`src/rtl/interrupt_controller_if.sv`:
```
`default_nettype none
// ============================================================================
//  Module      : interrupt_controller_if
//  Description : Bundle of the pending-register / CPU handshake signals used
//                by interrupt_controller.
//                master : pending register + CPU side (drives Pending, Mask,
//                         Global_En, Int_Ack, Int_Return)
//                slave  : interrupt controller side (drives Int_Req, Int_Id,
//                         Int_Vector, CLR, In_Service)
//  Revision    : 1.0  initial release
// ============================================================================
interface interrupt_controller_if #(
    parameter int ADDR_W = 16
);
    logic [3:0]        Pending;
    logic [3:0]        Mask;
    logic              Global_En;
    logic              Int_Ack;
    logic              Int_Return;
    logic              Int_Req;
    logic [1:0]        Int_Id;
    logic [ADDR_W-1:0] Int_Vector;
    logic [3:0]        CLR;
    logic [3:0]        In_Service;

    modport master (
        output Pending, Mask, Global_En, Int_Ack, Int_Return,
        input  Int_Req, Int_Id, Int_Vector, CLR, In_Service
    );

    modport slave (
        input  Pending, Mask, Global_En, Int_Ack, Int_Return,
        output Int_Req, Int_Id, Int_Vector, CLR, In_Service
    );
endinterface
`default_nettype wire

```
`src/rtl/interrupt_controller.sv`:
```
`default_nettype none
// ============================================================================
//  Module      : interrupt_controller
//  Description : Masks 4 pending interrupt sources, selects the highest
//                priority one (bit0 highest), runs a request/acknowledge
//                handshake with the CPU supplying the handler vector, pulses
//                the pending-register clear line and tracks in-service state
//                until return-from-interrupt.
//  Ports       : CLK, Reset (sync, active-high)
//                bus (interrupt_controller_if.slave):
//                  in : Pending[3:0], Mask[3:0], Global_En, Int_Ack, Int_Return
//                  out: Int_Req, Int_Id[1:0], Int_Vector[ADDR_W-1:0],
//                       CLR[3:0], In_Service[3:0]
//  Options     : INTERRUPT_CONTROLLER_NESTING_EN - allows strictly
//                higher-priority sources to pre-empt an in-service source.
//  Revision    : 1.0  initial release
// ============================================================================
module interrupt_controller #(
    parameter int                ADDR_W        = 16,
    parameter logic [ADDR_W-1:0] VECTOR_BASE   = ADDR_W'(16'h0100),
    parameter logic [ADDR_W-1:0] VECTOR_STRIDE = ADDR_W'(16'h0010)
) (
    input  logic                  CLK,
    input  logic                  Reset,
    interrupt_controller_if.slave bus
);

    typedef enum logic [1:0] {
        IDLE    = 2'd0,
        REQ     = 2'd1,
        SERVICE = 2'd2
    } state_t;

    state_t            state;
    logic              int_req;
    logic [1:0]        int_id;
    logic [ADDR_W-1:0] int_vector;
    logic [3:0]        clr;
    logic [3:0]        in_service;

    logic [3:0]        allowed;
    logic [3:0]        eligible;
    logic [1:0]        winner;
    logic [ADDR_W-1:0] winner_vector;
    logic [3:0]        in_service_popped;
    logic [3:0]        id_onehot;

`ifdef INTERRUPT_CONTROLLER_NESTING_EN
    // Isolate the lowest set In_Service bit and subtract one: this leaves
    // exactly the strictly higher-priority positions set. With nothing in
    // service the subtraction wraps to all ones.
    assign allowed = (in_service & (~in_service + 4'd1)) - 4'd1;
`else
    assign allowed = 4'b1111;
`endif

    assign eligible = bus.Pending & bus.Mask & {4{bus.Global_En}} & allowed;

    always_comb begin
        winner = 2'd0;
        for (int i = 3; i >= 0; i--) begin
            if (eligible[i]) winner = 2'(i);
        end
    end

    assign winner_vector = VECTOR_BASE + VECTOR_STRIDE * ADDR_W'(winner);

    // Clearing the lowest set bit retires the highest-priority active source.
    assign in_service_popped = in_service & (in_service - 4'd1);
    assign id_onehot         = 4'b0001 << int_id;

    always_ff @(posedge CLK) begin
        if (Reset) begin
            state      <= IDLE;
            int_req    <= 1'b0;
            int_id     <= 2'd0;
            int_vector <= '0;
            clr        <= 4'b0000;
            in_service <= 4'b0000;
        end else begin
            clr <= 4'b0000;
            case (state)
                IDLE: begin
                    if (eligible != 4'b0000) begin
                        int_req    <= 1'b1;
                        int_id     <= winner;
                        int_vector <= winner_vector;
                        state      <= REQ;
                    end
                end

                REQ: begin
                    // Request is frozen here: no re-arbitration, no withdrawal.
                    if (bus.Int_Ack) begin
                        int_req <= 1'b0;
                        clr     <= id_onehot;
                        state   <= SERVICE;
                        if (bus.Int_Return && (in_service != 4'b0000))
                            in_service <= in_service_popped | id_onehot;
                        else
                            in_service <= in_service | id_onehot;
                    end else if (bus.Int_Return && (in_service != 4'b0000)) begin
                        in_service <= in_service_popped;
                    end
                end

                SERVICE: begin
                    if (bus.Int_Return) begin
                        in_service <= in_service_popped;
                        if (in_service_popped == 4'b0000) state <= IDLE;
                    end
`ifdef INTERRUPT_CONTROLLER_NESTING_EN
                    else if (eligible != 4'b0000) begin
                        int_req    <= 1'b1;
                        int_id     <= winner;
                        int_vector <= winner_vector;
                        state      <= REQ;
                    end
`endif
                end

                default: state <= IDLE;
            endcase
        end
    end

    assign bus.Int_Req    = int_req;
    assign bus.Int_Id     = int_id;
    assign bus.Int_Vector = int_vector;
    assign bus.CLR        = clr;
    assign bus.In_Service = in_service;

endmodule
`default_nettype wire

```
`src/flat_wrapper.sv`:
```
// flat-port wrapper written by rule: the top's interface ports become plain ports
module interrupt_controller_flat 
#(
    parameter int                ADDR_W        = 16,
    parameter logic [ADDR_W-1:0] VECTOR_BASE   = ADDR_W'(16'h0100),
    parameter logic [ADDR_W-1:0] VECTOR_STRIDE = ADDR_W'(16'h0010)
)
  (CLK, Reset, bus_Pending, bus_Mask, bus_Global_En, bus_Int_Ack, bus_Int_Return, bus_Int_Req, bus_Int_Id, bus_Int_Vector, bus_CLR, bus_In_Service);
  interrupt_controller_if #(.ADDR_W(ADDR_W)) bus_i ();
  input  logic CLK;
  input  logic Reset;
  input wire logic [$bits(bus_i.Pending)-1:0] bus_Pending;
  input wire logic [$bits(bus_i.Mask)-1:0] bus_Mask;
  input wire logic [$bits(bus_i.Global_En)-1:0] bus_Global_En;
  input wire logic [$bits(bus_i.Int_Ack)-1:0] bus_Int_Ack;
  input wire logic [$bits(bus_i.Int_Return)-1:0] bus_Int_Return;
  output wire logic [$bits(bus_i.Int_Req)-1:0] bus_Int_Req;
  output wire logic [$bits(bus_i.Int_Id)-1:0] bus_Int_Id;
  output wire logic [$bits(bus_i.Int_Vector)-1:0] bus_Int_Vector;
  output wire logic [$bits(bus_i.CLR)-1:0] bus_CLR;
  output wire logic [$bits(bus_i.In_Service)-1:0] bus_In_Service;
  assign bus_i.Pending = bus_Pending;
  assign bus_i.Mask = bus_Mask;
  assign bus_i.Global_En = bus_Global_En;
  assign bus_i.Int_Ack = bus_Int_Ack;
  assign bus_i.Int_Return = bus_Int_Return;
  assign bus_Int_Req = bus_i.Int_Req;
  assign bus_Int_Id = bus_i.Int_Id;
  assign bus_Int_Vector = bus_i.Int_Vector;
  assign bus_CLR = bus_i.CLR;
  assign bus_In_Service = bus_i.In_Service;
  interrupt_controller #(.ADDR_W(ADDR_W), .VECTOR_BASE(VECTOR_BASE), .VECTOR_STRIDE(VECTOR_STRIDE)) u_core (.CLK(CLK), .Reset(Reset), .bus(bus_i));
endmodule
```
`config.mk`:
```
export PLATFORM = sky130hd
export DESIGN_NAME = interrupt_controller_flat
export DESIGN_NICKNAME = d
export VERILOG_FILES = /design/src/rtl/interrupt_controller_if.sv /design/src/rtl/interrupt_controller.sv /design/src/flat_wrapper.sv
export SDC_FILE = /design/constraint.sdc
export NUM_CORES = 1
export LEC_CHECK = 0
export ABC_AREA = 1
export CAP_MARGIN = 30
export CORE_MARGIN = 3
export CORE_UTILIZATION = 44
export DETAILED_ROUTE_END_ITERATION = 16
export PLACE_DENSITY_LB_ADDON = 0.15
export SLEW_MARGIN = 20
export SYNTH_ARGS = -nofsm -noshare
export SYNTH_HDL_FRONTEND = slang
export SYNTH_SLANG_ARGS = --single-unit
```
`constraint.sdc`:
```
create_clock -name CLK -period 2.8 [get_ports CLK]
set_input_delay 0.28 -clock CLK [delete_from_list [all_inputs] [get_ports CLK]]
set_output_delay 0.28 -clock CLK [all_outputs]
set_load 0.005 [all_outputs]
```
# Word level (Yosys, flattened, before mapping)
# Index checks and enable logic that the tools add are counted.
[classes] n_addsub=2 eq_ne=7 shift=1 n_mux=17 bitwise_logic=7 n_reduce_logical=12
[ops] op="$mux 2" count=8
[ops] op="$mux 4" count=4
[ops] op="$and 4x4->4" count=3
[ops] op="$add 9x6->10 const A" count=1
[ops] op="$or 4x4->4" count=2
[ops] op="$pmux 4 s2" count=1
[ops] op="$reduce_bool 4->1" count=2
[ops] op="$pmux 2 s3" count=1
[ops] op="$reduce_and 3->1" count=2
[ops] op="$logic_not 4->1" count=1
[ops] op="$ne 2x1->1 const B" count=2
[ops] op="$ne 2x2->1 const B" count=2
[ops] op="$reduce_and 4->1" count=1
[ops] op="$reduce_bool 2->1" count=2
[ops] op="$shl 1x2->4 const A" count=1
[ops] op="$sub 4x1->4 const B" count=1
[ops] op="$ne 3x2->1 const B" count=1
[ops] op="$reduce_or 3->1" count=1
[ops] op="$eq 2x1->1 const B" count=1
[ops] op="$eq 2x2->1 const B" count=1
[ops] op="$logic_not 2->1" count=1
[ops] op="$mux 1" count=2
[ops] op="$not 1->1" count=2
[ops] op="$pmux 1 s2" count=1
[ops] op="other kinds (2)" count=2
[totals] regBits=29 in_bits=13

# Depth between registers and ports, before layout
# Gate-level depths: netlist of the first run.
[depth] depth_word=7 depth_mapped=10 ltp_nobuf=10

# Worst setup path after synthesis of the first run
# No wires, ideal clock.
[synth_path] kind="register -> register" from="register u_core.state[0]" to="register u_core.state[0]" arrival_time_ns=1.206 required_ns=2.685 path_slack_ns=1.479 stages_incl_launch_ff=10 path_buffers=0 period_less_slack_ns=1.321 cell_sequence="dfxtp_1 > inv_1 > ha_1 > inv_1 > or2_4 > o21ai_0 > nor2_2 > nand3_1 > nand2_1 > nor2_1"
[synth_via] elab_chain_cells=3 elab_cells_between_ends=9 classes_between="eq/ne (6); mux (1); reduce/logical (2)"
[synth_rtl] item="from (decl)" line="interrupt_controller.sv:34" text="state_t state;"
[synth_rtl] item="from (signal assigned)" line="interrupt_controller.sv:74" text="state <= IDLE;"
[synth_rtl] item="from (signal assigned)" line="interrupt_controller.sv:88" text="state <= REQ;"
[synth_rtl] item="from (signal assigned)" line="interrupt_controller.sv:97" text="state <= SERVICE;"
[synth_rtl] item="$eq 2x2->1 (tied with other cells)" line="interrupt_controller.sv:82" text="case (state)"
[synth_rtl] item="$ne 2x1->1 (no source line) or $ne 2x2->1 (tied branches)"
[synth_rtl] item="$reduce_and 4->1 (no source line)"
# Several ways; a longest one is shown, not always the timed one.
# A chain may end at the register's enable or synchronous reset.

# Final worst setup path of the first run
# Ends and elaborated chain as after synthesis.

==> impl_metrics.py, run 1 <==
metrics = {
    "floorplanning": {
        "ios": 40,
        "die_area_um2": 2620,
        "initial_core_util": 0.4935,
        "core_um2": 1821,
        "rows": 15,
        "die_w_um": 51.19,
        "dieHeight_um": 51.19,
    },
    "pwr": {
        "internal_power_w": 0.0005306,
        "powerDensity_nw_per_um2": 786.5,
        "pwr-share-seq": 0.313,
        "clkPwrFrac": 0.162,
        "p_sw_frac": 0.4177,
        "p_sw_w": 0.0003806,
        "p_leak_nw": 0.5388,
        "max-vdd-ir-drop_mv": 0.4950,
        "pwr-share-comb": 0.525,
    },
    "detailed_routing": {
        "drt-initial-drc-count": 15,
        "wirelength_mm": 2.055,
        "first_pass_iters": 4,
        "drc": 0,
        "wire_per_inst_um": 11.11,
        "ant_nets": 0,
        "via_count": 903,
        "vias_per_cell": 4.881,
    },
    "timing": {
        "setup_slack_ps": 1256,
        "period_share": 0.5515,
        "hold_viol": 0,
        "min_period_ps": 1544,
        "skew_ps": 0.7631,
        "rsz0062_at_grt": "no",
        "finalSetupTns_ps": 0,
        "slew_violations": 0,
        "finalSetupViolCount": 0,
        "max_freq_mhz": 647.6,
    },
    "hold_path": {
        "hold_class": "reg2reg",
    },
    "placement": {
        "place_ws_ps": 1161,
        "place_congestion": 0.8113,
        "dp_hpwl_mm": 1.654,
        "port-buffer-count": 26,
    },
    "layout": {
        "final_util": 0.6364,
        "num-fill-cells": 172,
        "drive_gt1_frac": 0.06875,
        "seq_area_um2": 280.3,
        "multi_input_area_um2": 486.7,
        "syn2layout_area_growth_pct": 28.97,
        "nNetsFinal": 179,
        "antenna_cells": 0,
    },
    "synthesis": {
        "synth_area_leaders": "dfxtp_1 31%, nand2_1 13%, buf_4 13%, ha_1 7.0%, inv_1 6.7%",
        "synth.avg_cell_area_um2": 6.755,
        "ys_seq_elements": 14,
        "synth_edf_count": 0,
        "synth_commonest_cells": "32 x nand2_1, 16 x inv_1, 15 x buf_4, 14 x dfxtp_1, 11 x nand3_1",
        "yosysMostFrequentCell": "nand2_1",
        "synth_flop_cell": "dfxtp_1",
        "synth-seq-area-share": 0.3120,
        "async_flop_share": 0,
        "yosysTopAreaCell": "dfxtp_1",
        "syn_inst": 133,
        "yosysUniqueCellTypes": 19,
        "syn-cell-area_um2": 898.4,
        "yosys.area.top_type_share": 0.3120,
        "yosysWarnings": 0,
    },
    "cts": {
        "cts_setup_buffers": 0,
        "clk_root_buffer_cell": "clkbuf_4",
        "ctsHoldBuffers": 0,
        "htreeDepth": 1,
        "numCtsBuffers": 3,
        "clock-sinks": 14,
        "ctsResizeCount": 0,
        "clock_latency_ps": 280,
        "cts.clk_slew.worst_paths_ps": 90,
        "cts_tree": "built",
        "cts.path.max_buffers": 2,
    },
    "global_route": {
        "grt_first_pass_wirelength_mm": 3.312,
        "track_usage": 0.1664,
        "grt_max_degree": 9,
        "first_global_vias": 768,
        "grt_antenna_before_repair": 0,
        "grt_overflow": 0,
    },
    "setup_path": {
        "path_delay_family": "simple AND/OR/NAND/NOR gates",
        "cp_common_cell": "inv_1",
        "cp_cell_sequence": "inv_1 > ha_1 > inv_1 > or2_4 > o21ai_0 > nor2_2 > nand3_1 > nand2_1 > nor2_1",
        "cp.buffers_inverters": 2,
        "crit_required_ps": 2980,
        "crit_path_start_kind": "flop",
        "cp_max_fo": 4,
        "endpoint_kind": "flop",
        "critPathSlowestCell": "dfxtp_1",
        "cpPeakStageDelay_ps": 400,
        "worstSetupPathType": "reg2reg",
        "worstPathArrival_ps": 1720,
    },
    "outcome": {
        "status": "complete, no violations",
    },
    "flow_run": {
        "max-cap-violations": 0,
    },
}
-- final timing paths --
path	startpoint	to	slack (ps)	cells after the start
worst max-delay path	u_core.state[0]	u_core.state[0]	1260	9
worst min-delay path	u_core.bus.Int_Vector[8]	u_core.bus.Int_Vector[8]	480	2
worst max register to register	u_core.state[0]	u_core.state[0]	1260	9
worst min register to register	u_core.bus.Int_Vector[8]	u_core.bus.Int_Vector[8]	480	2
-- per-stage QoR --
step	std cells	total power (W)	hold slack [ps]	instance area (um^2)
after detailed placement	181	0.0007601	456.3	1122
final	185	0.0009113	482.6	1159
after CTS	185	0.0009125	483.6	1159
after global routing	185	0.0009989	523.2	1159
after global placement	181	0.0007418	467.7	1122
after floorplan	145	0.0006202	349.1	943.4
-- power by group through the flow --
stage	logic [W]	clock network (W)	registers, W
after detailed placement	0.000471	0	0.000289
after CTS	0.000475	0.000153	0.000285
after floorplan	0.000335	0	0.000285
after global placement	0.000454	0	0.000288
after global routing	0.000542	0.000164	0.000293
final	0.000478	0.000147	0.000285
-- metal layers --
layer / vias to the layer above / track usage / routed length [um]
li1: 453 / - / -
met1: 406 / 0.1907 / 853
met2: 42 / 0.2897 / 1034
met3: 2 / 0.05248 / 153
met4: 0 / 0.05381 / 13
met5: - / 0 / 0
-- cell families (layout without fill, tap and decap cells) --
group / after synthesis / in the layout / synth area share
flip-flops: 14 / 14 / 0.3120
AND/OR/NAND/NOR: 63 / 63 / 0.3148
buffers and inverters: 32 / 47 / 0.1964
adder cells (fa/ha/maj): 5 / 5 / 0.06964
other: 1 / 13 / 0.004174
AO/OA/AOI/OAI: 18 / 18 / 0.1031
-- cells in the final DEF, fill, tap and decap left out --
cell type / count
or2_0: 1
a21oi_1: 9
inv_2: 1
dfxtp_1: 14
nand2_1: 32
conb_1: 13
nor3_1: 3
clkbuf_8: 1
clkbuf_4: 3
ha_1: 5
clkdlybuf4s50_1: 26
o21ai_0: 7
nand2_2: 2
nand3_2: 1
nand4_1: 2
nand3_1: 11
o22ai_1: 2
or2_4: 1
nor2_1: 8
nor2_2: 2
inv_1: 16
-- final cells by class --
cell class / count / share of cell area
tap: 25 / 0.02700
clock buffer: 4 / 0.03132
sequential: 14 / 0.2419
multi-input combinational: 99 / 0.4201
timing repair buffer: 26 / 0.2246
inverter: 17 / 0.05508
-- tightest hold or removal path, stage by stage, from the launching register on --
cell     delay (ps)
dfxtp_1         330
o21ai_0          80
inv_1            50
-- sequential cells by signal, summed over array words and instances (netlist names) --
name / cells
u_core.bus.Int_Vector: 2
u_core.bus.CLR: 4
u_core.bus.In_Service: 4
u_core.state: 2
u_core.bus.Int_Id: 1
u_core.bus.Int_Req: 1
Power figures use the tool's default switching activity.
==> inputs of run 2 (changes only) <==
--- a/config.mk
+++ b/config.mk
@@ -8,7 +8,7 @@
 export ABC_AREA = 1
 export CAP_MARGIN = 30
 export CORE_MARGIN = 3
-export CORE_UTILIZATION = 44
+export CORE_UTILIZATION = 41
 export DETAILED_ROUTE_END_ITERATION = 16
 export PLACE_DENSITY_LB_ADDON = 0.15
 export SLEW_MARGIN = 20
==> constraint.sdc (replaced) <==
create_clock -name CLK -period 1.6 [get_ports CLK]
set_input_delay 0.16 -clock CLK [delete_from_list [all_inputs] [get_ports CLK]]
set_output_delay 0.16 -clock CLK [all_outputs]
set_load 0.005 [all_outputs]
==> impl_metrics.py, run 2 (synthesis gave the netlist of run 1 again) <==
metrics = {
    "timing": {
        "rsz0062_at_grt": "no",
        "min_period_ps": 1410,
        "setup_slack_ps": 190.1,
        "finalSetupViolCount": 0,
        "max_freq_mhz": 709.3,
        "hold_viol": 0,
        "skew_ps": 2.861,
        "finalSetupTns_ps": 0,
        "timing.hold.ws_ps": 483.0,
        "slew_violations": 0,
        "period_share": 0.8812,
    },
    "layout": {
        "syn2layout_area_growth_pct": 30.22,
        "nNetsFinal": 180,
        "final_cell_mix": "32 x nand2_1, 26 x clkdlybuf4s50_1, 16 x inv_1, 13 x conb_1, 13 x dfxtp_1",
        "mostFrequentLayoutCell": "nand2_1",
        "num-fill-cells": 203,
        "antenna_cells": 0,
        "drive_gt1_frac": 0.08075,
    },
    "setup_path": {
        "cp_cell_sequence": "clkdlybuf4s50_1",
        "path_delay_family": "buffers and inverters",
        "r2r-start": "u_core.state[0]",
        "cp.buffers_inverters": 1,
        "crit_required_ps": 1440,
        "worstPathArrival_ps": 1250,
        "cp_max_fo": 6,
        "worstSetupPathType": "reg2out",
        "cpPeakStageDelay_ps": 540,
        "cp-startpoint": "u_core.bus.In_Service[1]",
        "crit_path_start_kind": "flop",
        "critPathSlowestCell": "clkdlybuf4s50_1",
        "endpoint_kind": "primary output",
    },
    "floorplanning": {
        "die_area_um2": 2789,
        "initial_core_util": 0.4443,
        "die_w_um": 52.81,
        "rows": 16,
        "dieHeight_um": 52.81,
        "ios": 40,
        "core_um2": 2022,
    },
    "flow_run": {
        "max-cap-violations": 0,
    },
    "placement": {
        "place_ws_ps": 134.8,
        "place_congestion": 0.8610,
        "dp_hpwl_mm": 1.542,
        "port-buffer-count": 26,
    },
    "detailed_routing": {
        "via_count": 838,
        "first_pass_iters": 4,
        "wirelength_mm": 1.839,
        "vias_per_cell": 4.457,
        "wire_per_inst_um": 9.782,
        "drt-initial-drc-count": 13,
        "drc": 0,
        "ant_nets": 0,
    },
    "hold_path": {
        "hold_class": "reg2reg",
        "min-delay-start": "u_core.bus.Int_Vector[8]",
    },
    "global_route": {
        "use_met2": 0.2438,
        "grt_max_degree": 9,
        "first_global_vias": 695,
        "met3_usage": 0.05128,
        "grt_first_pass_wirelength_mm": 2.967,
        "track_usage": 0.1449,
        "top_usage_layer": "met2",
        "grt_overflow": 0,
        "grt_antenna_before_repair": 0,
        "grt_use_met1": 0.1779,
    },
    "cts": {
        "clock_latency_ps": 280,
        "cts.clk_slew.worst_paths_ps": 80,
        "clk_root_buffer_cell": "clkbuf_4",
        "cts.path.max_buffers": 2,
        "htreeDepth": 1,
        "numCtsBuffers": 3,
        "clock-sinks": 14,
        "cts_tree": "built",
    },
    "pwr": {
        "max-vdd-ir-drop_mv": 0.8001,
        "powerDensity_nw_per_um2": 1332,
        "p_leak_nw": 0.5438,
    },
    "outcome": {
        "status": "complete, no violations",
    },
}
[run 2: cell types whose count changed in the layout (fill, tap and decap cells not counted), sizes merged]
cell	change
buf	+1
[run 2: through the flow]
| step | std cells | area [um^2] | power, W | util |
|---|---|---|---|---|
| after floorplan | 145 | 943.4 | 0.001085 | - |
| final | 188 | 1170 | 0.001558 | 0.5786 |
| after global placement | 184 | 1132 | 0.001303 | 0.5600 |
| after global routing | 188 | 1170 | 0.001716 | 0.5786 |
| after CTS | 188 | 1169 | 0.001578 | 0.5780 |
| after detailed placement | 184 | 1132 | 0.001315 | 0.5600 |
[run 2: timing repair]
item | 4_1_cts | 5_1_grt
buffers inserted | 0 | 0
hold buffers | 0 | 0
resized for setup | 0 | 1
endpoints found under the setup margin | 0 | 2
[run 2: layer usage]
layer	wire length [um]	up-vias	part of all wire
met5	0	-	0
met4	0	0	0
met3	120	0	0.065
met2	920	24	0.50
met1	797	365	0.43
li1	-	449	-
[run 2: power by group]
part	switching (W)	internal (W)
sequential	0.0000745	0.000427
combinational	0.000441	0.000366
clock	0.000112	0.000138
[run 2: final cells by class]
class,count,area (um^2),area share
multi-input cells,99,486.7,0.4160
well taps,27,33.78,0.02888
flip-flops and latches,14,281.5,0.2406
repair buffers,27,267.8,0.2289
inverters,17,63.81,0.05455
clock buffers,4,36.28,0.03102
[run 2: final timing paths]
kind                              end  slack [ps]  depth (start not counted)
max                 bus_In_Service[1]         190                          1
min          u_core.bus.Int_Vector[8]         480                          2
max reg2reg           u_core.state[1]         210                          9
min reg2reg  u_core.bus.Int_Vector[8]         480                          2
==> inputs of run 3 (changes only) <==
--- a/config.mk
+++ b/config.mk
@@ -7,6 +7,7 @@
 export LEC_CHECK = 0
 export ABC_AREA = 1
 export CAP_MARGIN = 30
+export CORE_ASPECT_RATIO = 0.8
 export CORE_MARGIN = 3
 export CORE_UTILIZATION = 41
 export DETAILED_ROUTE_END_ITERATION = 16
==> impl_metrics.py, run 3 (synthesis gave the netlist of run 1 again) <==
metrics = {
    "outcome": {
        "status": "complete, no violations",
    },
    "timing": {
        "max_freq_mhz": 690.0,
        "finalSetupTns_ps": 0,
        "finalSetupViolCount": 0,
        "setup_slack_ps": 150.6,
        "slew_violations": 0,
        "skew_ps": 4.693,
        "hold_viol": 0,
        "period_share": 0.9059,
        "rsz0062_at_grt": "no",
        "min_period_ps": 1449,
    },
    "detailed_routing": {
        "ant_nets": 0,
        "vias_per_cell": 4.804,
        "drt-initial-drc-count": 31,
        "wire_per_inst_um": 11.02,
        "drc": 0,
        "first_pass_iters": 4,
        "via_count": 884,
        "wirelength_mm": 2.027,
    },
    "global_route": {
        "track_usage": 0.1507,
        "grt_overflow": 0,
        "first_global_vias": 745,
        "grt_antenna_before_repair": 0,
        "grt_max_degree": 8,
        "grt_first_pass_wirelength_mm": 3.174,
    },
    "cts": {
        "cts_setup_buffers": 0,
        "clock-sinks": 14,
        "ctsHoldBuffers": 0,
        "clk_root_buffer_cell": "clkbuf_4",
        "cts.clk_slew.worst_paths_ps": 80,
        "htreeDepth": 1,
        "cts_tree": "built",
        "clock_latency_ps": 270,
        "cts.path.max_buffers": 2,
        "numCtsBuffers": 3,
        "ctsResizeCount": 0,
    },
    "layout": {
        "seq_area_um2": 281.5,
        "num-fill-cells": 203,
        "antenna_cells": 0,
        "final_util": 0.5822,
        "final_cell_mix": "32 x nand2_1, 26 x clkdlybuf4s50_1, 16 x inv_1, 13 x conb_1, 13 x dfxtp_1",
        "nNetsFinal": 180,
        "syn2layout_area_growth_pct": 28.27,
        "stdcell_area_um2": 1152,
        "mostFrequentLayoutCell": "nand2_1",
        "drive_gt1_frac": 0.07500,
        "multi_input_area_um2": 486.7,
    },
    "placement": {
        "port-buffer-count": 26,
        "dpl_cell_area_um2": 1129,
        "dp_hpwl_mm": 1.694,
        "place_ws_ps": 104.8,
        "place_congestion": 0.8948,
    },
    "hold_path": {
        "hold_class": "reg2reg",
        "hold-path-cell-count": 1,
        "hold_path_end": "u_core.bus.CLR[1]",
        "min-delay-start": "u_core.bus.Int_Vector[5]",
    },
    "setup_path": {
        "worstSetupPathType": "reg2reg",
        "cp.buffers_inverters": 2,
        "rr_worst_depth": 9,
        "timing.rr.end": "u_core.state[1]",
        "crit_required_ps": 1770,
        "cp_cell_sequence": "inv_1 > ha_1 > inv_1 > or2_4 > o21ai_0 > nor2_2 > nand3_1 > nand2_1 > nor2_1",
        "endpoint_kind": "flop",
        "worstPathArrival_ps": 1620,
        "r2r_slack_ps": 150,
        "crit_path_start_kind": "flop",
        "cpPeakStageDelay_ps": 360,
        "cp_common_cell": "inv_1",
        "cp_max_fo": 4,
        "path_delay_family": "simple AND/OR/NAND/NOR gates",
        "critPathSlowestCell": "dfxtp_2",
        "r2r-start": "u_core.state[0]",
    },
    "floorplanning": {
        "ios": 40,
        "rows": 14,
        "die_w_um": 58.34,
        "die_area_um2": 2792,
        "dieHeight_um": 47.87,
        "initial_core_util": 0.4539,
        "core_um2": 1979,
    },
    "pwr": {
        "powerDensity_nw_per_um2": 1326,
        "p_leak_nw": 0.5366,
        "max-vdd-ir-drop_mv": 0.7350,
    },
    "flow_run": {
        "max-cap-violations": 0,
    },
}
-- run 3: changes by cell type in the layout (fill, tap and decap cells not counted) --
| cell | previous run | this run |
|---|---|---|
| clkbuf_8 | 1 | 0 |
-- run 3: worst max-delay path by stage --
stage,startpoint,to,slack [ps],depth (start not counted)
4_1_cts,u_core.state[0],u_core.state[1],110,9
3_5_place_dp,bus_Global_En,u_core.state[0],100,7
6_report,u_core.state[0],u_core.state[1],150,9
3_3_place_gp,bus_Int_Return,u_core.state[0],160,7
5_1_grt,u_core.state[1],u_core.bus.In_Service[1],50,10
2_1_floorplan,u_core.state[0],u_core.state[0],280,9
-- run 3: metrics by stage --
step	std cells	hold slack (ps)	power [W]
after detailed placement	181	471.3	0.001334
after floorplan	145	229.1	0.001085
after CTS	184	491.8	0.001530
after global routing	184	519.5	0.001674
after global placement	181	463.1	0.001317
final	184	494.3	0.001528
-- run 3: area by class of cell --
cell class / instances / area share
Inverter: 17 / 0.05537
Multi-Input combinational cell: 99 / 0.4224
Timing Repair Buffer: 27 / 0.2324
Tap cell: 24 / 0.02606
Sequential cell: 14 / 0.2443
Clock buffer: 3 / 0.01954
-- run 3: metal layers --
| metal | vias to the layer above | share of wire | wire [um] | GRT usage |
|---|---|---|---|---|
| met4 | 0 | 0.012 | 25 | 0.01389 |
| met3 | 4 | 0.089 | 180 | 0.05930 |
| met1 | 390 | 0.45 | 904 | 0.1927 |
| met2 | 37 | 0.45 | 917 | 0.2517 |
| met5 | - | 0 | 0 | 0 |
| li1 | 453 | - | - | - |
-- run 3: power by group --
group / internal, W / leakage (nW) / switching [W] / total [W]
clock network: 0.0000872 / 0.0138 / 0.000104 / 0.000191
logic: 0.000368 / 0.408 / 0.000465 / 0.000833
registers: 0.000427 / 0.115 / 0.0000773 / 0.000504
